### src/rtl/riscv_pkg.sv
// Shared RISC-V core definitions: XLEN, M-extension funct3 encodings and MDU FSM states.
package riscv_pkg;

  localparam int unsigned XLEN = 32;

  localparam logic [2:0] FUNCT3_MUL    = 3'b000;
  localparam logic [2:0] FUNCT3_MULH   = 3'b001;
  localparam logic [2:0] FUNCT3_MULHSU = 3'b010;
  localparam logic [2:0] FUNCT3_MULHU  = 3'b011;
  localparam logic [2:0] FUNCT3_DIV    = 3'b100;
  localparam logic [2:0] FUNCT3_DIVU   = 3'b101;
  localparam logic [2:0] FUNCT3_REM    = 3'b110;
  localparam logic [2:0] FUNCT3_REMU   = 3'b111;

  typedef enum logic [1:0] {
    IDLE = 2'd0,
    CALC = 2'd1,
    DONE = 2'd2
  } mdu_state_t;

endpackage

### src/rtl/mdu_div_step.sv
// One restoring-division iteration: shift the next dividend bit into the partial remainder,
// subtract the divisor if it fits, and shift the resulting quotient bit in.
module mdu_div_step #(
  parameter int unsigned XLEN = riscv_pkg::XLEN
) (
  input  logic [XLEN-1:0] rem_i,
  input  logic [XLEN-1:0] quo_i,
  input  logic [XLEN-1:0] divisor_i,
  output logic [XLEN-1:0] rem_o,
  output logic [XLEN-1:0] quo_o
);

  logic [XLEN:0] shifted;
  logic [XLEN:0] diff;
  logic          fits;

  // Remainder stays below the divisor, so the shifted value always fits in XLEN+1 bits.
  assign shifted = {rem_i, quo_i[XLEN-1]};
  assign diff    = shifted - {1'b0, divisor_i};
  assign fits    = ~diff[XLEN];

  assign rem_o = fits ? diff[XLEN-1:0] : shifted[XLEN-1:0];
  assign quo_o = {quo_i[XLEN-2:0], fits};

endmodule

### src/rtl/mdu_ctrl.sv
// RISC-V M-extension multiply/divide unit: iterative divide, shift-add or single-cycle multiply.
// Define MDU_FAST_MUL_EN to use a combinational multiplier instead of the shift-add loop.
module mdu_ctrl #(
  parameter int unsigned XLEN = riscv_pkg::XLEN
) (
  input  logic            clk,
  input  logic            rst_n,
  input  logic            req_valid_i,
  output logic            req_ready_o,
  input  logic [2:0]      funct3_i,
  input  logic [XLEN-1:0] op_a_i,
  input  logic [XLEN-1:0] op_b_i,
  input  logic            flush_i,
  output logic            rsp_valid_o,
  input  logic            rsp_ready_i,
  output logic [XLEN-1:0] result_o
);

  import riscv_pkg::*;

  mdu_state_t      state_q, state_d;
  logic [5:0]      cnt_q, cnt_d;
  logic [2:0]      funct3_q, funct3_d;
  logic            sa_q, sa_d, sb_q, sb_d, byp_q, byp_d;
  logic [XLEN-1:0] hi_q, hi_d, lo_q, lo_d, b_q, b_d, result_q, result_d;

  logic            is_div, sgn_a, sgn_b, sa_in, sb_in, div_zero, ovf;
  logic [XLEN-1:0] abs_a, abs_b, int_min;

  assign is_div   = funct3_i[2];
  assign sgn_a    = funct3_i inside {FUNCT3_MULH, FUNCT3_MULHSU, FUNCT3_DIV, FUNCT3_REM};
  assign sgn_b    = funct3_i inside {FUNCT3_MULH, FUNCT3_DIV, FUNCT3_REM};
  assign sa_in    = sgn_a & op_a_i[XLEN-1];
  assign sb_in    = sgn_b & op_b_i[XLEN-1];
  assign abs_a    = sa_in ? -op_a_i : op_a_i;
  assign abs_b    = sb_in ? -op_b_i : op_b_i;
  assign int_min  = {1'b1, {(XLEN-1){1'b0}}};
  assign div_zero = (op_b_i == '0);
  assign ovf      = is_div && sgn_b && (op_a_i == int_min) && (op_b_i == '1);

`ifdef MDU_FAST_MUL_EN
  logic [2*XLEN-1:0] fast_prod;
  assign fast_prod = {{XLEN{sa_in}}, op_a_i} * {{XLEN{sb_in}}, op_b_i};
`endif

  logic [XLEN-1:0] ds_rem, ds_quo;

  mdu_div_step #(
    .XLEN(XLEN)
  ) u_div_step (
    .rem_i    (hi_q),
    .quo_i    (lo_q),
    .divisor_i(b_q),
    .rem_o    (ds_rem),
    .quo_o    (ds_quo)
  );

  // Shift-add multiply: hi accumulates, lo holds the remaining multiplier bits.
  logic [XLEN:0]   mul_sum;
  logic [XLEN-1:0] mul_hi, mul_lo;
  assign mul_sum = {1'b0, hi_q} + {1'b0, (lo_q[0] ? b_q : '0)};
  assign mul_hi  = mul_sum[XLEN:1];
  assign mul_lo  = {mul_sum[0], lo_q[XLEN-1:1]};

  logic [2*XLEN-1:0] prod, prod_fix;
  logic [XLEN-1:0]   quo_fix, rem_fix, final_res;
  assign prod     = {hi_q, lo_q};
  assign prod_fix = (sa_q ^ sb_q) ? -prod : prod;
  assign quo_fix  = (sa_q ^ sb_q) ? -lo_q : lo_q;
  assign rem_fix  = sa_q ? -hi_q : hi_q;

  always_comb begin
    final_res = '0;
    unique case (funct3_q)
      FUNCT3_MUL:                             final_res = prod_fix[XLEN-1:0];
      FUNCT3_MULH, FUNCT3_MULHSU, FUNCT3_MULHU: final_res = prod_fix[2*XLEN-1:XLEN];
      FUNCT3_DIV, FUNCT3_DIVU:                final_res = quo_fix;
      FUNCT3_REM, FUNCT3_REMU:                final_res = rem_fix;
    endcase
  end

  always_comb begin
    state_d  = state_q;
    cnt_d    = cnt_q;
    funct3_d = funct3_q;
    sa_d     = sa_q;
    sb_d     = sb_q;
    byp_d    = byp_q;
    hi_d     = hi_q;
    lo_d     = lo_q;
    b_d      = b_q;
    result_d = result_q;
    unique case (state_q)
      IDLE: begin
        if (req_valid_i && !flush_i) begin
          state_d  = CALC;
          funct3_d = funct3_i;
          sa_d     = sa_in;
          sb_d     = sb_in;
          b_d      = abs_b;
          hi_d     = '0;
          lo_d     = abs_a;
          cnt_d    = '0;
          byp_d    = 1'b0;
          // Bypassed ops park their answer in hi and finish after one CALC cycle.
          if (is_div && div_zero) begin
            byp_d = 1'b1;
            hi_d  = funct3_i[1] ? op_a_i : '1;
          end else if (ovf) begin
            byp_d = 1'b1;
            hi_d  = funct3_i[1] ? '0 : op_a_i;
          end
`ifdef MDU_FAST_MUL_EN
          else if (!is_div) begin
            byp_d = 1'b1;
            hi_d  = (funct3_i == FUNCT3_MUL) ? fast_prod[XLEN-1:0] : fast_prod[2*XLEN-1:XLEN];
          end
`endif
        end
      end
      CALC: begin
        if (flush_i) begin
          state_d = IDLE;
          cnt_d   = '0;
        end else if (byp_q) begin
          result_d = hi_q;
          state_d  = DONE;
        end else if (cnt_q == 6'(XLEN)) begin
          // Counts 0..XLEN-1 iterate; the extra count applies sign correction.
          result_d = final_res;
          state_d  = DONE;
          cnt_d    = '0;
        end else begin
          if (funct3_q[2]) begin
            hi_d = ds_rem;
            lo_d = ds_quo;
          end else begin
            hi_d = mul_hi;
            lo_d = mul_lo;
          end
          cnt_d = cnt_q + 6'd1;
        end
      end
      DONE: begin
        if (flush_i || rsp_ready_i) state_d = IDLE;
      end
      default: state_d = IDLE;
    endcase
  end

  always_ff @(posedge clk or negedge rst_n) begin
    if (!rst_n) begin
      state_q  <= IDLE;
      cnt_q    <= '0;
      funct3_q <= FUNCT3_MUL;
      sa_q     <= 1'b0;
      sb_q     <= 1'b0;
      byp_q    <= 1'b0;
      hi_q     <= '0;
      lo_q     <= '0;
      b_q      <= '0;
      result_q <= '0;
    end else begin
      state_q  <= state_d;
      cnt_q    <= cnt_d;
      funct3_q <= funct3_d;
      sa_q     <= sa_d;
      sb_q     <= sb_d;
      byp_q    <= byp_d;
      hi_q     <= hi_d;
      lo_q     <= lo_d;
      b_q      <= b_d;
      result_q <= result_d;
    end
  end

  assign req_ready_o = (state_q == IDLE);
  assign rsp_valid_o = (state_q == DONE);
  assign result_o    = result_q;

endmodule

### config.mk
export PLATFORM = sky130hd
export DESIGN_NAME = mdu_ctrl
export DESIGN_NICKNAME = d
export VERILOG_FILES = /design/src/rtl/riscv_pkg.sv /design/src/rtl/mdu_div_step.sv /design/src/rtl/mdu_ctrl.sv
export SDC_FILE = /design/constraint.sdc
export NUM_CORES = 1
export LEC_CHECK = 0
export ABC_AREA = 1
export CAP_MARGIN = 20
export CORE_ASPECT_RATIO = 0.6
export CORE_MARGIN = 5
export CORE_UTILIZATION = 40
export DETAILED_ROUTE_END_ITERATION = 8
export PLACE_DENSITY_LB_ADDON = 0.2
export SYNTH_ARGS = -nofsm -noshare
export SYNTH_HDL_FRONTEND = slang
export SYNTH_SLANG_ARGS = --single-unit
### constraint.sdc
create_clock -name clk -period 4.84 [get_ports clk]
set_input_delay 0.484 -clock clk [delete_from_list [all_inputs] [get_ports clk]]
set_output_delay 0.484 -clock clk [all_outputs]
set_load 0.03 [all_outputs]
==> impl_metrics.tcl, run 1 <==
set metrics [dict create \
    numCtsBuffers 17 \
    cts_setup_buffers 0 \
    skew_ns 0.0248 \
    utilization_pct 45.5 \
    start_util_pct 40.5 \
    use_met3_pct 19.7 \
    setup_viol 0 \
    ys_seq_area_share_pct 19.6 \
    start_kind "flip-flop" \
    cts.clk_slew.worst_paths_ns 0.07 \
    min_period_over_period_pct 77.3 \
    grt_antenna_before_repair 2 \
    dpl_cell_area_um2 19700 \
    dpl.hpwl_mm 66.0 \
    instances_no_fill 3991 \
    dr.pass1.iters 8 \
    finalCriticalPeriod_ns 3.74 \
    wl_per_cell_um 20.8 \
    nets 3533 \
    p_total_mw 12.2 \
    fin_area_um2 20400 \
    tns_ns 0 \
    grt.met2_usage_pct 37.9 \
    slew-limit-headroom_pct 32.6 \
    grt_use_met1_pct 48.5 \
    placed_cells_incl_taps 3958 \
    synthCells 3339 \
    outcome "complete, no violations" \
    grtUsageTotal_pct 32.2 \
    drc 0 \
    synth_seq_cells 142 \
    synth.net_count 3484 \
    first_iter_violations 3380 \
    gp_congestion 1.06 \
    power.density_nw_per_um2 598 \
    crit_required_ns 5.23 \
    worst_hold_slack_ns 0.0344 \
    hold_path_class "in2async" \
    syn_area_um2 18200 \
    die_y_um 175 \
    drive_above_1_share_pct 4.76 \
    multi_input_area_um2 12200 \
    ctsResizeCount 0 \
    r2r_slack_ns 1.10 \
    viasPerCell 5.48 \
    drv_cap 0 \
    insertion_delay_ns 0.47 \
    ys.flop_type "dfrtp_1" \
    routed_wl_mm 82.9 \
    num_rows 60 \
    die_area_um2 49900 \
    yosysWarnings 0 \
    regArea_um2 3550 \
    syn_area_per_cell_um2 5.44 \
    cts.sinks 142 \
    die_w_um 285 \
    endpoint_kind "flip-flop" \
    clockRootBuffer "clkbuf_16" \
    gr-total-overflow 0 \
    nFillCells 4978 \
    ir_drop_mv 0.245 \
    rsz0062_at_grt "false" \
    ys_types 49 \
    crit_type "reg2reg" \
    worst_ep_arrival_time_ns 4.14 \
    cp_max_fo 33 \
    core_area_um2 44800 \
    grt_first_pass_wirelength_mm 123 \
    hold_viol_final 0 \
    slew_viol_final 0 \
    io_pins 106 \
    syn2layout_area_growth_pct 12.2 \
    cts_tree "built" \
    top_usage_layer "met1" \
    grt_pass1_vias 19100 \
    ant_nets 0 \
    clk_path_buf_depth 2 \
    leakage_nw 11.0 \
    synth_edf_count 0 \
    worst_slack_ns 1.10 \
    cts_hold_buf 0 \
    io_buffers 105 \
    async_reset_ff_share_pct 100 \
    post-place-ws_ns 1.29 \
    route.vias.total 21900 \
    grt_max_degree 79 \
    h-tree-depth 4 \
    worst_pin_slew_ns 1.01 \
    fmax_mhz 267 \
]
==> layout make-up <==
class	count	area share, %
clock inverter	15	1.18
sequential	142	17.4
antenna	1	0.0123
inverter	506	9.32
tap	589	3.62
multi-input combinational	2580	59.8
clock buffer	17	2.09
timing repair buffer	141	6.55
==> layout by cell type, fill, tap and decap left out, types with 3 or more instances in the layout <==
cell type / n
nand2_1: 1197
inv_1: 485
nor2_1: 331
nand3_1: 250
a21oi_1: 236
o21ai_0: 196
dfrtp_1: 141
clkdlybuf4s50_1: 104
ha_1: 71
xor2_1: 38
nand2_2: 37
buf_4: 35
o21ai_1: 29
nand4_1: 27
nor3_1: 27
a31oi_1: 21
inv_2: 18
clkbuf_16: 17
nand3b_1: 16
a22oi_1: 14
o211ai_1: 11
xnor2_1: 10
nand3_2: 7
nor2_2: 7
nor4_1: 6
o21bai_1: 6
nor2_4: 5
a21oi_2: 5
and2_1: 4
nor3_2: 4
bufinv_16: 4
inv_8: 4
inv_6: 4
clkinv_1: 3
or2_1: 3
or2_2: 3
and3_1: 3
==> critical path, cell delays in order (launching register included) <==
cell and delay (ns):
dfrtp_1 0.55, inv_1 0.25, fa_1 0.51, inv_1 0.13, nand3_1 0.09, nand2_2 0.13
nand2_1 0.07, nand2_2 0.11, nand2_1 0.06, nand2_1 0.16, nand2_1 0.12, nand3_2 0.07
buf_4 0.35, nand2_2 0.48, nand2_1 0.25, nand3_1 0.11, nand2_1 0.11, nand2_1 0.06
nand2_1 0.06
==> sequential cells by signal, summed over array words and instances, names as in the netlist <==
register  flops
cnt_q         6
result_o     32
b_q          32
state_q       2
byp_q         1
hi_q         32
lo_q         32
funct3_q      3
sb_q          1
sa_q          1
==> routing by layer <==
| layer | part of all wire (%) | vias to the layer above | routed length (µm) |
|---|---|---|---|
| met1 | 45 | 9666 | 37700 |
| li1 | - | 10600 | - |
| met3 | 19 | 112 | 16000 |
| met2 | 33 | 1462 | 27600 |
| met4 | 1.9 | 0 | 1580 |
| met5 | 0 | - | 0 |
==> cells by family (layout without fill, tap and decap cells) <==
kind of cell,after synthesis,after routing,share of synthesized area (%)
compound gates,528,528,15.4
buf+inv,617,679,13.4
other cells,0,1,0
xor+xnor,48,48,2.32
flops,142,142,19.6
fa+ha+maj,73,73,5.11
simple gates,1931,1931,44.2
==> cell usage after synthesis (2+ instances only) <==
master     number  area [µm²]
nor3_2          4        40.0
a21o_1          2        15.0
inv_1         486        1820
o21bai_1        6        45.0
nand3b_1       16         120
nor3_1         27         135
clkinv_1        2        7.51
or2_2           3        18.8
a21oi_2         5        43.8
o21ai_0       197         986
nand4_1        27         169
o2111ai_1       2        17.5
nor2_1        332        1250
nor2_2          7        43.8
o211ai_1       11        82.6
or2_1           3        18.8
buf_4           5        37.5
buf_12          3        60.1
nor4_1          6        37.5
xor2_1         38         333
nand2_1      1197        4490
o21ai_1        28         140
ha_1           71         888
and3_1          3        18.8
a31oi_1        21         131
nor2_4          4        45.0
clkbuf_1       60         225
buf_1          12        45.0
a22oi_1        14         105
and2_1          4        25.0
o31ai_1         2        15.0
buf_2          29         145
inv_2          18        67.6
nand2_2        37         231
a21oi_1       236        1180
dfrtp_1       142        3550
nand3_2         6        60.1
nand3_4         2        35.0
xnor2_1        10        87.6
fa_1            2        40.0
nand3_1       251        1260
==> power breakdown <==
group          internal, mW  switching [mW]  leakage (nW)
sequential             1.60           0.844          1.77
clock                 0.894           0.673         0.326
combinational          2.41            5.76          8.88
total                  4.90            7.28          11.0
==> worst paths after layout <==
check	start	to	cells past startpoint
worst max-delay path	hi_q[0]	hi_q[14]	18
worst min-delay path	rst_n	hi_q[21]	1
worst max register to register	hi_q[0]	hi_q[14]	18
worst min register to register	result_o[12]	result_o[12]	2
max in group asynchronous	rst_n	lo_q[4]	2
min in group clk	result_o[12]	result_o[12]	2
Power figures use the tool's default switching activity.
==> inputs of run 2 (changes only) <==
==> constraint.sdc (replaced) <==
create_clock -name clk -period 3.3 [get_ports clk]
set_input_delay 0.33 -clock clk [delete_from_list [all_inputs] [get_ports clk]]
set_output_delay 0.33 -clock clk [all_outputs]
set_load 0.03 [all_outputs]
==> run 2 against run 1 <==
Against the previous run:
- sequential cell count unchanged
- sequential power rose by 38%
- register-to-register slack worse by 0.80 ns
- maximum frequency up 25%
- sequential share of layout area shrank 0.39 points
- critical endpoint is now hi_q[29]
- largest cell class unchanged
==> impl_metrics.tcl, run 2 (synthesis gave the netlist of run 1 again) <==
set metrics [dict create \
    wl_per_cell_um 21.4 \
    die_area_um2 49900 \
    rsz0062_at_grt "false" \
    r2r_cells 19 \
    clockRootBuffer "clkbuf_16" \
    cts.sinks 142 \
    min_period_over_period_pct 90.9 \
    first_iter_violations 3448 \
    route.vias.total 22300 \
    worst_ep_arrival_time_ns 3.35 \
    endpoint_kind "flip-flop" \
    gr-total-overflow 0 \
    skew_ns 0.0205 \
    start_util_pct 40.5 \
    ctsResizeCount 0 \
    clk_path_buf_depth 2 \
    fmax_mhz 333 \
    finalCriticalPeriod_ns 3.00 \
    grt_first_pass_wirelength_mm 127 \
    r2r_slack_ns 0.30 \
    ant_nets 0 \
    die_w_um 285 \
    tns_ns 0 \
    numCtsBuffers 17 \
    ir_drop_mv 0.386 \
    routed_wl_mm 86.6 \
    dpl.hpwl_mm 70.4 \
    die_y_um 175 \
    io_buffers 105 \
    cp_max_fo 9 \
    h-tree-depth 4 \
    cts_tree "built" \
    placed_cells_incl_taps 4017 \
    cts_setup_buffers 0 \
    core_area_um2 44800 \
    nets 3593 \
    layout_commonest_cell "nand2_1" \
    slew_viol_final 0 \
    hold_path_end "state_q[1]" \
    crit_type "reg2reg" \
    layout_common_cells "1,197 x nand2_1, 485 x inv_1, 331 x nor2_1, 250 x nand3_1, 236 x a21oi_1" \
    multi_input_area_um2 12200 \
    setup_viol 0 \
    grtUsageTotal_pct 33.5 \
    insertion_delay_ns 0.46 \
    worst_pin_slew_ns 0.844 \
    outcome "complete, no violations" \
    power.density_nw_per_um2 879 \
    slew-limit-headroom_pct 43.7 \
    viasPerCell 5.51 \
    grt_max_degree 70 \
    io_pins 106 \
    grt_antenna_before_repair 4 \
    syn2layout_area_growth_pct 14.8 \
    cts.clk_slew.worst_paths_ns 0.08 \
    crit_required_ns 3.64 \
    gp_congestion 1.08 \
    start_kind "flip-flop" \
    leakage_nw 11.3 \
    regArea_um2 3550 \
    drc 0 \
    instances_no_fill 4052 \
    grt_pass1_vias 19400 \
    num_rows 60 \
    cts_hold_buf 1 \
    min_path_cells 2 \
    dr.pass1.iters 8 \
    hold_viol_final 0 \
    hold_path_class "in2reg" \
    worstHoldStart "rsp_ready_i" \
    timing.rr.start "lo_q[0]" \
    drv_cap 0 \
    timing.rr.end "hi_q[29]" \
    nFillCells 4924 \
    drive_above_1_share_pct 6.39 \
]
-- run 2: layout make-up --
class,instances,area share [%]
multi-input cells,2580,58.5
diodes,2,0.0240
clock inverters,14,0.696
repair buffers,201,9.00
clock buffers,18,2.11
inverters,506,9.11
well taps,589,3.54
flip-flops and latches,142,17.1
-- run 2: worst max-delay path by stage --
stage / from / to / slack, ns
after floorplan: lo_q[31] / hi_q[1] / 0.90
after global placement: op_a_i[0] / hi_q[13] / 0.35
after detailed placement: op_a_i[0] / hi_q[13] / 0.33
after CTS: lo_q[0] / hi_q[30] / 0.41
after global routing: lo_q[0] / hi_q[29] / 0.15
final: lo_q[0] / hi_q[29] / 0.30
-- run 2: per-stage QoR --
stage	area [µm²]	worst slack [ns]	power, mW	util (%)	hold WS, ns
2_1_floorplan	18200	0.902	10.7	-	0.0344
3_3_place_gp	20200	0.348	15.7	45.2	0.418
3_5_place_dp	20200	0.333	15.6	45.2	0.408
4_1_cts	20800	0.410	17.7	46.5	0.401
5_1_grt	20800	0.155	19.4	46.5	0.433
6_report	20800	0.299	18.3	46.5	0.408
-- run 2: worst max-delay path, cell delays in order (launching register included) --
cell,delay [ns]
dfrtp_1,0.38
buf_4,0.18
nand2_1,0.06
inv_1,0.04
ha_1,0.20
fa_1,0.42
nand3_1,0.10
nand2_1,0.27
nand2_1,0.15
nand2_1,0.11
nand2_1,0.09
nand2_1,0.18
nand2_1,0.14
nand3_1,0.08
nand3_1,0.11
nand2_1,0.06
inv_1,0.14
nand2_1,0.07
nand2_1,0.05
nand2_1,0.05
-- run 2: where the power goes --
part	internal [mW]	switching [mW]
logic	3.92	8.97
registers	2.35	1.03
clock network	1.09	0.972
total	7.35	11.0
-- run 2: per-layer routing --
layer,vias up,GRT usage [%],wire length [µm]
met2,1457,39.7,29000
met3,96,15.4,15300
met1,10000,53.4,41000
li1,10800,-,-
met5,-,0,27
met4,4,5.19,1270
